==> config.mk <==
export PLATFORM = sky130hd
export DESIGN_NAME = cla_multiword_adder
export DESIGN_NICKNAME = d
export VERILOG_FILES = /design/src/rtl/cla_multiword_adder.sv
export SDC_FILE = /design/constraint.sdc
export NUM_CORES = 1
export LEC_CHECK = 0
export CELL_PAD_IN_SITES_DETAIL_PLACEMENT = 2
export CELL_PAD_IN_SITES_GLOBAL_PLACEMENT = 2
export CORE_MARGIN = 2
export CORE_UTILIZATION = 34
export DETAILED_ROUTE_END_ITERATION = 7
export PLACE_DENSITY_LB_ADDON = 0.1
export SETUP_SLACK_MARGIN = 0.1
export SKIP_LAST_GASP = 1
export SYNTH_ARGS = -nofsm -noshare
export SYNTH_HDL_FRONTEND = slang
export SYNTH_SLANG_ARGS = --single-unit
==> constraint.sdc <==
create_clock -name clk -period 3.45 [get_ports clk]
set_clock_uncertainty 0.1 [all_clocks]
set_input_delay 0.69 -clock clk [delete_from_list [all_inputs] [get_ports clk]]
set_output_delay 0.69 -clock clk [all_outputs]
set_load 0.02 [all_outputs]
==> src/rtl/cla_multiword_adder.sv <==
// rtl/cla_multiword_adder.sv - multi-word adder sequenced through one 5-bit carry-lookahead adder
//
// carryLookAheadAdder: 5-bit carry-lookahead adder
//   a, b  in  5  addends
//   cin   in  1  carry in
//   sum   out 5  a + b + cin, low 5 bits
//   cout  out 1  carry out of bit 4
//
// cla_multiword_adder: adds two WORDS x 5-bit operands, least-significant word first,
// one word per clock, holding the inter-word carry in a register.
//   clk      in  1  clock, rising edge
//   rst      in  1  asynchronous active-high reset
//   start    in  1  request an addition (accepted in IDLE or DONE)
//   a_in     in  W  operand A, captured on an accepted start
//   b_in     in  W  operand B, captured on an accepted start
//   cin      in  1  carry into word 0, captured on an accepted start
//   busy     out 1  high while words are being added
//   done     out 1  one-cycle completion pulse
//   sum_out  out W  sum of the last completed addition
//   cout     out 1  carry out of the last completed addition
//   ovf      out 1  signed overflow of the last completed addition

module carryLookAheadAdder (
  input  logic [4:0] a,
  input  logic [4:0] b,
  input  logic       cin,
  output logic [4:0] sum,
  output logic       cout
);

  logic [4:0] g;
  logic [4:0] p;
  logic [5:0] c;
  logic       term;

  // Each carry is the flattened lookahead sum of products: a generate at bit j
  // propagated through bits j+1..i-1, or cin propagated through all lower bits.
  always_comb begin
    g    = a & b;
    p    = a ^ b;
    c    = '0;
    term = 1'b0;
    c[0] = cin;
    for (int i = 1; i <= 5; i++) begin
      for (int j = 0; j < i; j++) begin
        term = g[j];
        for (int k = j + 1; k < i; k++) begin
          term = term & p[k];
        end
        c[i] = c[i] | term;
      end
      term = cin;
      for (int k = 0; k < i; k++) begin
        term = term & p[k];
      end
      c[i] = c[i] | term;
    end
    sum  = p ^ c[4:0];
    cout = c[5];
  end

endmodule

module cla_multiword_adder #(
  parameter int WORDS = 4
) (
  input  logic               clk,
  input  logic               rst,
  input  logic               start,
  input  logic [5*WORDS-1:0] a_in,
  input  logic [5*WORDS-1:0] b_in,
  input  logic               cin,
  output logic               busy,
  output logic               done,
  output logic [5*WORDS-1:0] sum_out,
  output logic               cout,
  output logic               ovf
);

  localparam int W  = 5 * WORDS;
  localparam int CW = (WORDS > 1) ? $clog2(WORDS) : 1;

  typedef enum logic [1:0] {
    S_IDLE = 2'd0,
    S_RUN  = 2'd1,
    S_DONE = 2'd2
  } state_t;

  state_t        state;
  state_t        state_nxt;
  logic [W-1:0]  a_sh;
  logic [W-1:0]  b_sh;
  logic [W-1:0]  work_sum;
  logic [W-1:0]  work_nxt;
  logic [W-1:0]  word_ext;
  logic [CW-1:0] cnt;
  logic          carry;
  logic          sign_a;
  logic          sign_b;
  logic [4:0]    add_sum;
  logic          add_cout;
  logic          cnt_last;
  logic          accept;

  carryLookAheadAdder u_cla (
    .a    (a_sh[4:0]),
    .b    (b_sh[4:0]),
    .cin  (carry),
    .sum  (add_sum),
    .cout (add_cout)
  );

  assign cnt_last = (cnt == CW'(WORDS - 1));
  assign accept   = start && (state != S_RUN);
  assign busy     = (state == S_RUN);
  assign done     = (state == S_DONE);

  // New word enters at the top while the partial sum moves down; after WORDS
  // cycles word 0 has reached the bottom. Written as shifts so WORDS=1 works.
  assign word_ext = W'(add_sum);
  assign work_nxt = (work_sum >> 5) | (word_ext << (W - 5));

  always_ff @(posedge clk or posedge rst) begin
    if (rst) begin
      state <= S_IDLE;
    end else begin
      state <= state_nxt;
    end
  end

  always_comb begin
    state_nxt = state;
    case (state)
      S_IDLE:  if (start) state_nxt = S_RUN;
      S_RUN:   if (cnt_last) state_nxt = S_DONE;
      S_DONE:  state_nxt = start ? S_RUN : S_IDLE;
      default: state_nxt = S_IDLE;
    endcase
  end

  always_ff @(posedge clk or posedge rst) begin
    if (rst) begin
      a_sh     <= '0;
      b_sh     <= '0;
      work_sum <= '0;
      cnt      <= '0;
      carry    <= 1'b0;
      sign_a   <= 1'b0;
      sign_b   <= 1'b0;
      sum_out  <= '0;
      cout     <= 1'b0;
      ovf      <= 1'b0;
    end else if (accept) begin
      a_sh     <= a_in;
      b_sh     <= b_in;
      work_sum <= '0;
      cnt      <= '0;
      carry    <= cin;
      sign_a   <= a_in[W-1];
      sign_b   <= b_in[W-1];
    end else if (state == S_RUN) begin
      a_sh     <= a_sh >> 5;
      b_sh     <= b_sh >> 5;
      work_sum <= work_nxt;
      carry    <= add_cout;
      cnt      <= cnt + 1'b1;
      if (cnt_last) begin
        sum_out <= work_nxt;
        cout    <= add_cout;
        ovf     <= (sign_a == sign_b) && (work_nxt[W-1] != sign_a);
      end
    end
  end

endmodule

# After elaboration in Yosys (flattened, before gate mapping)

Cells that the tools add are included.

Flip-flop bits (word level): 89
Input port bits: 44
Output and inout port bits: 24
Word-level logic and storage cells: 75

Add/subtract/negate cells: 1
Equal/unequal tests: 8
Multiplexer cells: 14
Bitwise gates (word level): 35
Reductions and logical operators: 6

Operators by type and width:

| operator            | number |
|---|---|
| $mux 20             | 6 |
| $or 15x20->20       | 1 |
| $and 1x1->1         | 15 |
| $or 1x1->1          | 15 |
| $xor 5x5->5         | 2 |
| $mux 2              | 4 |
| $pmux 2 s3          | 1 |
| $and 5x5->5         | 1 |
| $eq 2x2->1 const B  | 2 |
| $ne 2x1->1 const B  | 2 |
| $mux 1              | 3 |
| $reduce_and 3->1    | 1 |
| $add 2x1->2 const B | 1 |
| $eq 2x1->1 const B  | 1 |
| $logic_and 1x1->1   | 2 |
| $logic_not 2->1     | 1 |
| $ne 2x2->1 const B  | 1 |
| $reduce_and 2->1    | 1 |
| $reduce_bool 2->1   | 1 |
| $eq 1x1->1          | 1 |
| $ne 1x1->1          | 1 |
| $not 1->1           | 1 |

# Longest topological paths before layout

Depth after elaboration: 12
Depth in mapped cells: 7
Depth with buffers taken out: 6

# Hierarchy

Synthesis repeated with hierarchy kept, for this count alone.

Cell total of the unflattened synthesis: 324
Area, all modules: 3818.7 sq um

By module, submodules not included:

| module              | instances | cells each | area an instance (sq um) | seq. area each (sq um) |
|---|---|---|---|---|
| cla_multiword_adder | 1         | 304        | 3619.7                   | 2102.0 |
| carryLookAheadAdder | 1         | 20         | 198.9                    | 0.0 |

# Worst setup path after synthesis

No wires, ideal clock.

Kind: reg-to-reg
Start point: register a_sh[0]
End point: register sum_out[17]
Library setup time: 0.083 ns
Arrival time: 1.661 ns
Required time: 3.267 ns
Setup slack: 1.606 ns
Stages on the path, launching flop included: 7
Path buffers: 0
Clock period less this slack: 1.844 ns
Cells stage by stage: dfrtp_1 ha_1 ha_1 o21a_1 o21a_1 or2_2 o21ai_0

Word-level cells in the longest chain between the ends: 6
Elaborated cells between the ends (all ways): 9
Those cells by class: bitwise: 9

Ends and longest elaborated chain:

| item                                              | RTL line | source |
|---|---|---|
| start: declaration                                | 91       | `logic [W-1:0] a_sh;` |
| start signal: assignment                          | 154      | `a_sh <= a_in;` |
| start signal: assignment                          | 162      | `a_sh <= a_sh >> 5;` |
| $and 5x5->5 / $xor 5x5->5 (equally long branches) | 39, 40   |  |
| $and 1x1->1, on equally long branches             | 48, 54   |  |
| $or 1x1->1 / $and 1x1->1 (equally long branches)  | 50, 54   |  |
| $or 1x1->1 (*)                                    | 56       | `c[i] = c[i] \| term;` |
| $xor 5x5->5 (*)                                   | 58       | `sum = p ^ c[4:0];` |
| $or 15x20->20 (*)                                 | 121      | `assign work_nxt = (work_sum >> 5) \| (word_ext << (W - 5));` |
| end signal: assignment                            | 168      | `sum_out <= work_nxt;` |
| end: declaration                                  | 75       | `output logic [5*WORDS-1:0] sum_out,` |

Mark *: on every way between the ends. The rest lies on a longest branch, timed or not.
A chain may end at the register's enable or synchronous reset.

# Worst setup path after layout

Start point: register state[1]
End point: output port busy

Word-level cells in the longest chain between the ends: 1

Ends and longest elaborated chain:

| item                     | RTL line | source |
|---|---|---|
| start: declaration       | 89       | `state_t state;` |
| start signal: assignment | 127      | `state <= state_nxt;` |
| $eq 2x1->1               | 115      | `assign busy = (state == S_RUN);` |
| end: declaration         | 73       | `output logic busy,` |

No other way between the ends.

==> results.ini <==
[outcome]
status = complete, no violations

[detailed_routing]
drtPass1Iterations = 4
post-route-drc-count = 0
antenna_left = 0
vias = 2613
via_per_inst = 4.91
wl_um = 8820
wire_per_inst_um = 16.6
drt-initial-drc-count = 47

[min_path]
hold_path_class = reg -> reg
hold_start = b_sh[11]

[worst_setup_path]
start_kind = flip-flop
path_class = reg -> out
crit_arrival_ns = 1.79
crit_path_end_kind = output port
reg2reg_depth = 6
rrSetupSlack_ns = 1.34
r2r-end = carry
endpoint = busy
crit_fanout = 13
crit_required_ns = 2.66
r2r-start = a_sh[0]
cp-startpoint = state[1]

[cts]
cts.clk_slew.worst_paths_ns = 0.08
cts.root.buffer_cell = clkbuf_8
cts_tree = done
clock-sinks = 84
clock_latency_ns = 0.35
cts-resized-gates = 0
cts_buffers = 9
clock_path_buffers = 2
postCtsHoldBufs = 0
postCtsSetupRepairBufs = 0
htree_levels = 3

[global_route]
overflow = 0
grt_max_degree = 97
grt_pass1_vias = 2980
antenna_found_initial = 0
grt_use_total = 0.167
grt_pass1_wl_um = 15000

[sta]
holdWs_ns = 0.386
rsz0062_at_grt = no
period_needed_ns = 2.58
min_period_over_period = 0.748
setup-violations-final = 0
setup_slack_ns = 0.870
max_freq_ghz = 0.388
tightest_slew_ns = 0.845
tns_ns = 0
max_slew_margin = 0.436
finalHoldViolations = 0
finalMaxSlewViolations = 0

[logic_synthesis]
seq_area_frac_synth = 0.574
synth_fa_ha_area_frac = 0.0294
syn_inst = 328
synth_compound_area_frac = 0.0949
yosys.area_share.simple = 0.103
ys_warn_count = 0
synth_nets = 380
syn_avg_cell_area_um2 = 11.2
synth.distinct_cells = 33
synth-xor-area-share = 0.00478
ys.flop_type = dfrtp_1
synthMuxAreaShare = 0.165
synthesis.area_um2 = 3660
async_flop_share = 1.00
synth_edf_count = 0
synth_top_family_by_area = multiplexers
ys_ff_latch = 84

[layout]
insertedDiodeCount = 0
layout_common_cells = dfrtp_1, clkdlybuf4s50_1, nand2_1, o21ai_0, mux2i_1
fin_area_um2 = 4660
nFillCells = 1100
final_common_cell = dfrtp_1
drive_gt1_frac = 0.114
nets = 443
area_growth_pct = 27.1

[run]
cap_violations = 0

[die]
rows = 37
initial_core_util = 0.352
die_w_um = 108
die_area_um2 = 11600
die_y_um = 108
ios = 68
fp.coreArea_um2 = 10400

[power]
power_density_nw_per_um2 = 852
ir_drop_mv = 0.756
leakage_uw = 0.00212
total_power_uw = 3970

[place]
port_buffers = 67
dp_worst_setup_slack_ns = 1.23
place_hpwl_um = 6180
gp_congestion = 0.735
dpl_cell_area_um2 = 4450

-- synthesized netlist by cell type (2+ instances only) --
cell type | count | area, um2
dfrtp_1 | 84 | 2100
nand2_1 | 62 | 233
o21ai_0 | 50 | 250
mux2i_1 | 40 | 400
mux2_2 | 18 | 203
nor2_1 | 11 | 41.3
buf_2 | 9 | 45.0
clkbuf_1 | 9 | 33.8
ha_1 | 7 | 87.6
nand3_1 | 6 | 30.0
nor3_1 | 3 | 15.0
o21a_1 | 3 | 22.5
a21oi_1 | 2 | 10.0
nor2b_1 | 2 | 12.5
o31ai_1 | 2 | 15.0
or3_1 | 2 | 12.5
xnor2_1 | 2 | 17.5
-- layer usage --
metal  share of wire  vias to the layer above  GRT usage  wire (um)
li1                -                     1246          -          -
met1            0.44                     1312      0.207       3860
met2            0.52                       44      0.293       4590
met3           0.028                       11     0.0339        251
met4           0.013                        0     0.0495        116
met5               0                        -          0          0
-- through the flow --
step | cells | utilization
finish | 532 | 0.447
global route | 532 | 0.447
CTS | 532 | 0.447
detailed placement | 516 | 0.428
global placement | 516 | 0.428
floorplan | 328 | -
-- where the power goes --
| part | total (uW) | switching [uW] | internal (uW) |
|---|---|---|---|
| Clock | 719 | 361 | 358 |
| Combinational | 1580 | 883 | 698 |
| Sequential | 1670 | 267 | 1400 |
-- how the worst min path moves through the flow --
stage / cells after the start / slack (ns) / to
5_1_grt: 2 / 0.42 / a_sh[11]
4_1_cts: 2 / 0.40 / b_sh[12]
3_5_place_dp: 2 / 0.37 / b_sh[12]
3_3_place_gp: 2 / 0.36 / b_sh[8]
6_report: 2 / 0.39 / b_sh[6]
2_1_floorplan: 2 / 0.35 / a_sh[0]
-- sequential cells by signal (all words and copies together) (netlist names) --
register	cells
a_sh	20
b_sh	20
state	2
cout	1
sign_a	1
sign_b	1
cnt	2
ovf	1
work_sum	15
sum_out	20
carry	1
-- critical path: stages, from the launching register on --
cell             delay [ns]
dfrtp_1                0.37
nand2b_2               0.29
inv_2                  0.16
clkdlybuf4s50_1        0.62
-- cell type report --
class / count / area, um2 / area share
flip-flops and latches: 84 / 2100 / 0.451
clock buffers: 11 / 141 / 0.0304
multi-input cells: 221 / 1460 / 0.312
clock inverters: 5 / 61.3 / 0.0132
well taps: 136 / 170 / 0.0365
repair buffers: 71 / 708 / 0.152
inverters: 4 / 18.8 / 0.00403
-- logic make-up after synthesis --
family,Yosys count
mux,58
xor+xnor,2
simple gates,91
fa+ha+maj,8
buf+inv,23
compound gates,62
flops,84
No activity file was read; power rests on OpenSTA's default activity.
